===== config.mk =====
export PLATFORM = sky130hd
export DESIGN_NAME = class_sched_arbiter
export DESIGN_NICKNAME = d
export VERILOG_FILES = /design/src/rtl/class_sched_arbiter_pkg.sv /design/src/rtl/class_sched_arbiter_grant_sel.sv /design/src/rtl/class_sched_arbiter.sv
export SDC_FILE = /design/constraint.sdc
export NUM_CORES = 1
export LEC_CHECK = 0
export ABC_AREA = 1
export CORE_MARGIN = 2
export CORE_UTILIZATION = 37
export DETAILED_ROUTE_END_ITERATION = 10
export PLACE_DENSITY = 0.85
export SYNTH_ARGS = -nofsm -noshare
export SYNTH_HDL_FRONTEND = slang
export SYNTH_HIERARCHICAL = 1
export SYNTH_SLANG_ARGS = --single-unit

===== constraint.sdc =====
create_clock -name clk -period 1.1 [get_ports clk]
set_input_delay 0.165 -clock clk [delete_from_list [all_inputs] [get_ports clk]]
set_output_delay 0.165 -clock clk [all_outputs]
set_load 0.01 [all_outputs]

===== src/rtl/class_sched_arbiter_pkg.sv =====
// class_sched_arbiter_pkg: shared router definitions (word layout, default width, scheduler states)
package class_sched_arbiter_pkg;
   localparam int DEF_WORD_SIZE = 12;
   localparam int CLASS_MSB     = DEF_WORD_SIZE - 1;
   localparam int CLASS_LSB     = DEF_WORD_SIZE - 2;
   localparam int DEST_MSB      = DEF_WORD_SIZE - 3;
   localparam int DEST_LSB      = DEF_WORD_SIZE - 4;
   typedef enum logic [1:0] {
      ST_IDLE = 2'd0,
      ST_READ = 2'd1,
      ST_XFER = 2'd2
   } state_t;
endpackage


===== src/rtl/class_sched_arbiter_grant_sel.sv =====
// class_grant_sel: combinational rotating-priority pick among four class requests
//   req       in  4  request per class FIFO (non-empty)
//   start     in  2  index searched first; search wraps 3->0
//   gnt       out 2  granted index
//   gnt_valid out 1  any request present
module class_grant_sel (
   input  logic [3:0] req,
   input  logic [1:0] start,
   output logic [1:0] gnt,
   output logic       gnt_valid
);
   // Walk from the farthest offset down so the nearest request to start wins last.
   always_comb begin
      gnt       = start;
      gnt_valid = 1'b0;
      for (int k = 3; k >= 0; k--) begin
         if (req[start + 2'(k)]) begin
            gnt       = start + 2'(k);
            gnt_valid = 1'b1;
         end
      end
   end
endmodule


===== src/rtl/class_sched_arbiter.sv =====
// class_sched_arbiter: moves one word at a time from four class FIFOs to the destination FIFO in word[9:8]
//   clk              in  1            rising-edge clock
//   reset            in  1            synchronous, active-low
//   fifo_empty       in  4            class FIFO empty flags
//   data_in          in  4*WORD_SIZE  class FIFO read data, FIFO i at [i*WORD_SIZE +: WORD_SIZE]
//   dest_almost_full in  4            destination FIFO almost-full flags
//   pop              out 4            one-hot class FIFO pop pulse
//   push             out 4            one-hot destination FIFO push pulse
//   data_out         out WORD_SIZE    word presented with push
//   word_count       out COUNT_W      words pushed since reset, wrapping
//   busy             out 1            transfer in progress
// Build option: ROUND_ROBIN_EN selects rotating priority; otherwise class 0 always wins.
module class_sched_arbiter
   import class_sched_arbiter_pkg::*;
#(
   parameter int WORD_SIZE = DEF_WORD_SIZE,
   parameter int COUNT_W   = 5
) (
   input  logic                   clk,
   input  logic                   reset,
   input  logic [3:0]             fifo_empty,
   input  logic [4*WORD_SIZE-1:0] data_in,
   input  logic [3:0]             dest_almost_full,
   output logic [3:0]             pop,
   output logic [3:0]             push,
   output logic [WORD_SIZE-1:0]   data_out,
   output logic [COUNT_W-1:0]     word_count,
   output logic                   busy
);
   state_t               state, state_n;
   logic [1:0]           sel, sel_n, gnt, start;
   logic                 gnt_valid;
   logic [3:0]           pop_n, push_n;
   logic [WORD_SIZE-1:0] data_n, word;
   logic [COUNT_W-1:0]   count_n;
`ifdef ROUND_ROBIN_EN
   logic [1:0]           rr_ptr, rr_n;
   assign start = rr_ptr;
`else
   assign start = 2'd0;
`endif

   class_grant_sel u_grant (
      .req       (~fifo_empty),
      .start     (start),
      .gnt       (gnt),
      .gnt_valid (gnt_valid)
   );

   assign word = data_in[32'(sel)*WORD_SIZE +: WORD_SIZE];
   assign busy = state != ST_IDLE;

   always_comb begin
      state_n = state;
      sel_n   = sel;
      pop_n   = 4'b0000;
      push_n  = 4'b0000;
      data_n  = data_out;
      count_n = word_count;
`ifdef ROUND_ROBIN_EN
      rr_n    = rr_ptr;
`endif
      case (state)
         ST_IDLE: if (!(|dest_almost_full) && gnt_valid) begin
            pop_n   = 4'b0001 << gnt;
            sel_n   = gnt;
            state_n = ST_READ;
`ifdef ROUND_ROBIN_EN
            rr_n    = gnt + 2'd1;
`endif
         end
         // The FIFO presents the popped word during this cycle's successor.
         ST_READ: state_n = ST_XFER;
         ST_XFER: begin
            data_n  = word;
            push_n  = 4'b0001 << word[WORD_SIZE-3:WORD_SIZE-4];
            count_n = word_count + 1'b1;
            state_n = ST_IDLE;
         end
         default: state_n = ST_IDLE;
      endcase
   end

   always_ff @(posedge clk) begin
      if (!reset) begin
         state      <= ST_IDLE;
         sel        <= 2'd0;
         pop        <= 4'b0000;
         push       <= 4'b0000;
         data_out   <= '0;
         word_count <= '0;
`ifdef ROUND_ROBIN_EN
         rr_ptr     <= 2'd0;
`endif
      end else begin
         state      <= state_n;
         sel        <= sel_n;
         pop        <= pop_n;
         push       <= push_n;
         data_out   <= data_n;
         word_count <= count_n;
`ifdef ROUND_ROBIN_EN
         rr_ptr     <= rr_n;
`endif
      end
   end
endmodule


==> metrics.txt <==
# TYPE chip_impl_metric gauge
chip_impl_metric{name="first_global_vias",unit=""} 1865
chip_impl_metric{name="first_pass_grt_wire_length",unit="um"} 7721
chip_impl_metric{name="post-route-period-util",unit="%"} 97.22
chip_impl_metric{name="setup_slack_of_the_critical_path_after_layout",unit="ns"} 0.03060
chip_impl_metric{name="finalClockSkew",unit="ns"} 0.004029
chip_impl_metric{name="all_layer_global_routing_usage",unit="%"} 18.30
chip_impl_metric{name="floorplan_core_area",unit="sq um"} 4444
chip_impl_metric{name="numCtsBuffers",unit=""} 5
chip_impl_info{name="timing_endpoint_of_the_critical_path",value="sel[1]"} 1
chip_impl_metric{name="die_area",unit="sq um"} 5279
chip_impl_info{name="rr_endpoint",value="pop[3]"} 1
chip_impl_metric{name="num_rows",unit=""} 24
chip_impl_metric{name="flow.area_growth_from_synthesis",unit="%"} 65.28
chip_impl_info{name="cp-startpoint",value="fifo_empty[0]"} 1
chip_impl_metric{name="fp.dieW",unit="um"} 72.66
chip_impl_metric{name="seq_area",unit="sq um"} 589.3
chip_impl_metric{name="worst-r2r-setup-slack",unit="ns"} 0.05
chip_impl_metric{name="post_synth_fa_ha_maj_area_fraction",unit="%"} 0.7174
chip_impl_info{name="yosysTopAreaCell",value="dfxtp_1"} 1
chip_impl_metric{name="htreeDepth",unit=""} 2
chip_impl_info{name="status",value="finished clean"} 1
chip_impl_metric{name="finalHoldViolations",unit=""} 0
chip_impl_info{name="worst_path_dominant_cell_family",value="simple AND/OR/NAND/NOR gates"} 1
chip_impl_metric{name="detailedRoute.firstPassIterationCount",unit=""} 4
chip_impl_info{name="grt_setup_unrepaired",value="yes"} 1
chip_impl_metric{name="synth.ff_latch_count",unit=""} 29
chip_impl_metric{name="chipHeight",unit="um"} 72.66
chip_impl_info{name="yosys-top-cells-area",value="dfxtp_1 (33%), nand2_1 (22%), nand3_1 (11%), nor2_1 (6.5%), inv_1 (4.7%)"} 1
chip_impl_metric{name="io_pins",unit=""} 84
chip_impl_metric{name="max_freq",unit="MHz"} 935.1
chip_impl_metric{name="post-layout-total-power",unit="mW"} 2.633
chip_impl_metric{name="synth-seq-area-share",unit="%"} 33.29
chip_impl_metric{name="timing.critical_path.fanout_max",unit=""} 3
chip_impl_metric{name="number_of_antenna_diodes",unit=""} 0
chip_impl_metric{name="post_route_cells_drive_above_1_share",unit="%"} 24.87
chip_impl_metric{name="synth.distinct_cells",unit=""} 25
chip_impl_metric{name="compound_gate_fraction_of_synth_area",unit="%"} 10.19
chip_impl_metric{name="number_of_enable_type_register_cells_in_the_synthesized_netlist",unit=""} 0
chip_impl_metric{name="gp_congestion",unit=""} 0.7670
chip_impl_metric{name="synth.area.mux_share",unit="%"} 0
chip_impl_metric{name="final_max_slew_violation_count",unit=""} 0
chip_impl_metric{name="synthesis.yosys.warnings",unit=""} 6
chip_impl_metric{name="num_vias",unit=""} 1991
chip_impl_metric{name="power-per-cell-area",unit="nW/um^2"} 913.5
chip_impl_metric{name="fill_cells",unit=""} 392
chip_impl_metric{name="netlist_instances",unit=""} 273
chip_impl_metric{name="clk_transition_reported_paths",unit="ns"} 0.06
chip_impl_metric{name="wl_per_cell",unit="um"} 10.94
chip_impl_info{name="setup.worst_path.class",value="in2reg"} 1
chip_impl_info{name="setup.worst_path.start_class",value="primary input"} 1
chip_impl_metric{name="power.sequential.fraction",unit="%"} 40.6
chip_impl_metric{name="final_critical_path_required_period",unit="ns"} 1.069
chip_impl_metric{name="switch_pwr",unit="mW"} 0.6822
chip_impl_metric{name="multiInputGateArea",unit="sq um"} 1047
chip_impl_metric{name="required_arrival_time_at_the_worst_endpoint",unit="ns"} 1.28
chip_impl_metric{name="mean_instance_size_in_the_synthesized_netlist",unit="sq um"} 6.389
chip_impl_metric{name="ff2ff_path_depth",unit=""} 6
chip_impl_info{name="timing.critical_path.cells",value="dlygate4sd2_1 > inv_2 > inv_1 > nand2_2 > nand3_2 > nand2_2 > inv_2 > nand3_2 > nand2_2 > nor2_2 > nand2_1 > nand3_1 > nand2_1"} 1
chip_impl_metric{name="clock_latency",unit="ns"} 0.28
chip_impl_metric{name="global_route.overflow_total",unit=""} 0
chip_impl_metric{name="timing.critical_path.slowest_cell_delay",unit="ns"} 0.24
chip_impl_info{name="timing.hold.worst.class",value="reg2reg"} 1
chip_impl_metric{name="drt_first_iter_violations",unit=""} 112
chip_impl_metric{name="critical_path_buf_inv_count",unit=""} 4
chip_impl_metric{name="synth_simple_gate_area_share",unit="%"} 41.25
chip_impl_info{name="combinational_family_with_the_most_area_after_synthesis",value="simple AND/OR/NAND/NOR gates"} 1
chip_impl_metric{name="postLayoutCoreUtil",unit="%"} 64.86
chip_impl_metric{name="cts_max_path_buffers",unit=""} 2
chip_impl_metric{name="count_of_clock_tree_sinks",unit=""} 29
chip_impl_metric{name="ys_async_sr_fraction",unit="%"} 0
chip_impl_info{name="tritoncts_clock_tree",value="done"} 1
chip_impl_metric{name="p_clk_share",unit="%"} 36.4
chip_impl_metric{name="setup_viol",unit=""} 0
chip_impl_metric{name="place_hpwl",unit="um"} 3468
chip_impl_metric{name="synth.cell_area",unit="sq um"} 1744
chip_impl_metric{name="number_of_antenna_violations_at_the_first_check_in_global_routing",unit=""} 0
chip_impl_metric{name="start_util",unit="%"} 39.25
chip_impl_info{name="most_frequent_standard_cell_in_the_layout_excluding_fill_and_tap_cells",value="nand2_1"} 1
chip_impl_info{name="top_flip_flop_cell_by_instance_count_after_synthesis",value="dfxtp_1"} 1
chip_impl_metric{name="antenna_left",unit=""} 0
chip_impl_metric{name="synth_top_area_share",unit="%"} 33.29
chip_impl_metric{name="maxCapViolations",unit=""} 0
chip_impl_info{name="final_cell_mix",value="nand2_1 (91), clkdlybuf4s50_1 (53), nand3_1 (30)"} 1
chip_impl_metric{name="post_drt_via_cell_ratio",unit=""} 4.630
chip_impl_metric{name="cts_hold_buffers",unit=""} 0
chip_impl_info{name="cts-root-buf",value="clkbuf_8"} 1
chip_impl_metric{name="ir_drop",unit="uV"} 420.2
chip_impl_metric{name="synth_xor_area_share",unit="%"} 1.004
chip_impl_metric{name="grt_start_max_net_pins",unit=""} 25
chip_impl_metric{name="pre_cts_ws",unit="ns"} -0.5092
chip_impl_info{name="timing.rr.start",value="state[1]"} 1
chip_impl_info{name="timing.critical_path.slowest_stage_cell",value="dlygate4sd2_1"} 1
chip_impl_metric{name="design.final.nets",unit=""} 436
chip_impl_metric{name="dp_cells",unit=""} 416
chip_impl_metric{name="path_depth",unit=""} 13
chip_impl_metric{name="internal_cell_power",unit="mW"} 1.951
chip_impl_metric{name="wirelength",unit="um"} 4706
chip_impl_metric{name="critPathArrivalTime",unit="ns"} 1.25
chip_impl_info{name="crit_path_end_kind",value="flip-flop"} 1
chip_impl_metric{name="power.static_leakage",unit="nW"} 1.410
chip_impl_metric{name="switching_power_share_of_the_total",unit="%"} 25.90
chip_impl_info{name="path_common_cell",value="nand2_2"} 1
chip_impl_metric{name="detail_route.drc_violations",unit=""} 0
chip_impl_metric{name="port_buffers",unit=""} 83
chip_impl_metric{name="final_cell_count_no_fill",unit=""} 430
chip_impl_metric{name="pwr-share-comb",unit="%"} 22.9
chip_impl_metric{name="hold-path-cell-count",unit=""} 2
## cell usage after synthesis, types with 2 or more instances
cell,instances
o21ai_2,2
a21oi_2,8
a21oi_1,3
nand2_1,102
buf_6,7
nand2_2,2
buf_4,2
o21ai_0,5
o21ai_1,7
buf_2,2
nor2_1,30
xor2_1,2
inv_1,22
nand3_1,37
inv_4,3
dfxtp_1,29
inv_2,2
## final cells by class
type | count | area share [%]
Timing Repair Buffer | 104 | 33.33
Clock inverter | 1 | 0.1736
Inverter | 27 | 4.123
Multi-Input combinational cell | 210 | 36.33
Tap cell | 52 | 2.257
Clock buffer | 7 | 3.342
Sequential cell | 29 | 20.44
## how the worst min path moves through the flow
stage | startpoint | end | slack (ns)
final | state[0] | state[1] | 0.45
after global routing | state[0] | state[1] | 0.48
after floorplan | reset | state[0] | 0.34
after CTS | state[0] | state[1] | 0.45
after detailed placement | state[0] | state[1] | 0.47
after global placement | state[0] | state[1] | 0.47
## cell families after synthesis
| group | Yosys count |
|---|---|
| buffers and inverters | 39 |
| adder cells (fa/ha/maj) | 1 |
| flip-flops | 29 |
| AND/OR/NAND/NOR | 174 |
| XOR/XNOR | 2 |
| AO/OA/AOI/OAI | 27 |
| other | 1 |
## repair_timing
item	4_1_cts	5_1_grt
setup endpoints to repair	40	23
pin swaps	8	22
buffers inserted	1	5
resized for setup	49	45
hold endpoints to repair	0	0
## per-stage QoR
step                      setup TNS (ns)  area, sq um  hold WS (ns)
after floorplan                        0         1765        0.3391
after global placement            -4.071         2663        0.4676
after detailed placement          -4.348         2663        0.4731
after CTS                              0         2765        0.4467
after global routing             -0.1859         2883        0.4809
final                                  0         2883        0.4530
## worst register-to-register path, cell delays in order (launching register included)
cell and delay [ns]:
dfxtp_2 0.32, buf_4 0.15, nor2_1 0.08, nand2_1 0.10
nor2_4 0.13, nand3_2 0.12, nor2_2 0.11
## flip-flops by register name, indices dropped and copies added, names as in the netlist
name / count
push: 4
state: 2
sel: 2
word_count: 5
pop: 4
data_out: 12
## per-layer routing
metal	track usage, %	vias to the layer above	part of all wire [%]
met5	0	-	0
met4	6.584	0	1.5
met3	4.282	7	7.1
met2	34.34	77	51
met1	19.83	848	40
li1	-	1059	-
## power by group through the flow
stage / Sequential (mW) / Combinational [mW] / Clock (mW)
floorplan: 1.09 / 0.266 / 0
global placement: 1.09 / 0.524 / 0
detailed placement: 1.09 / 0.533 / 0
CTS: 1.07 / 0.540 / 0.976
global route: 1.07 / 0.671 / 1.02
finish: 1.07 / 0.604 / 0.960
(Power assumes the default switching activity.)
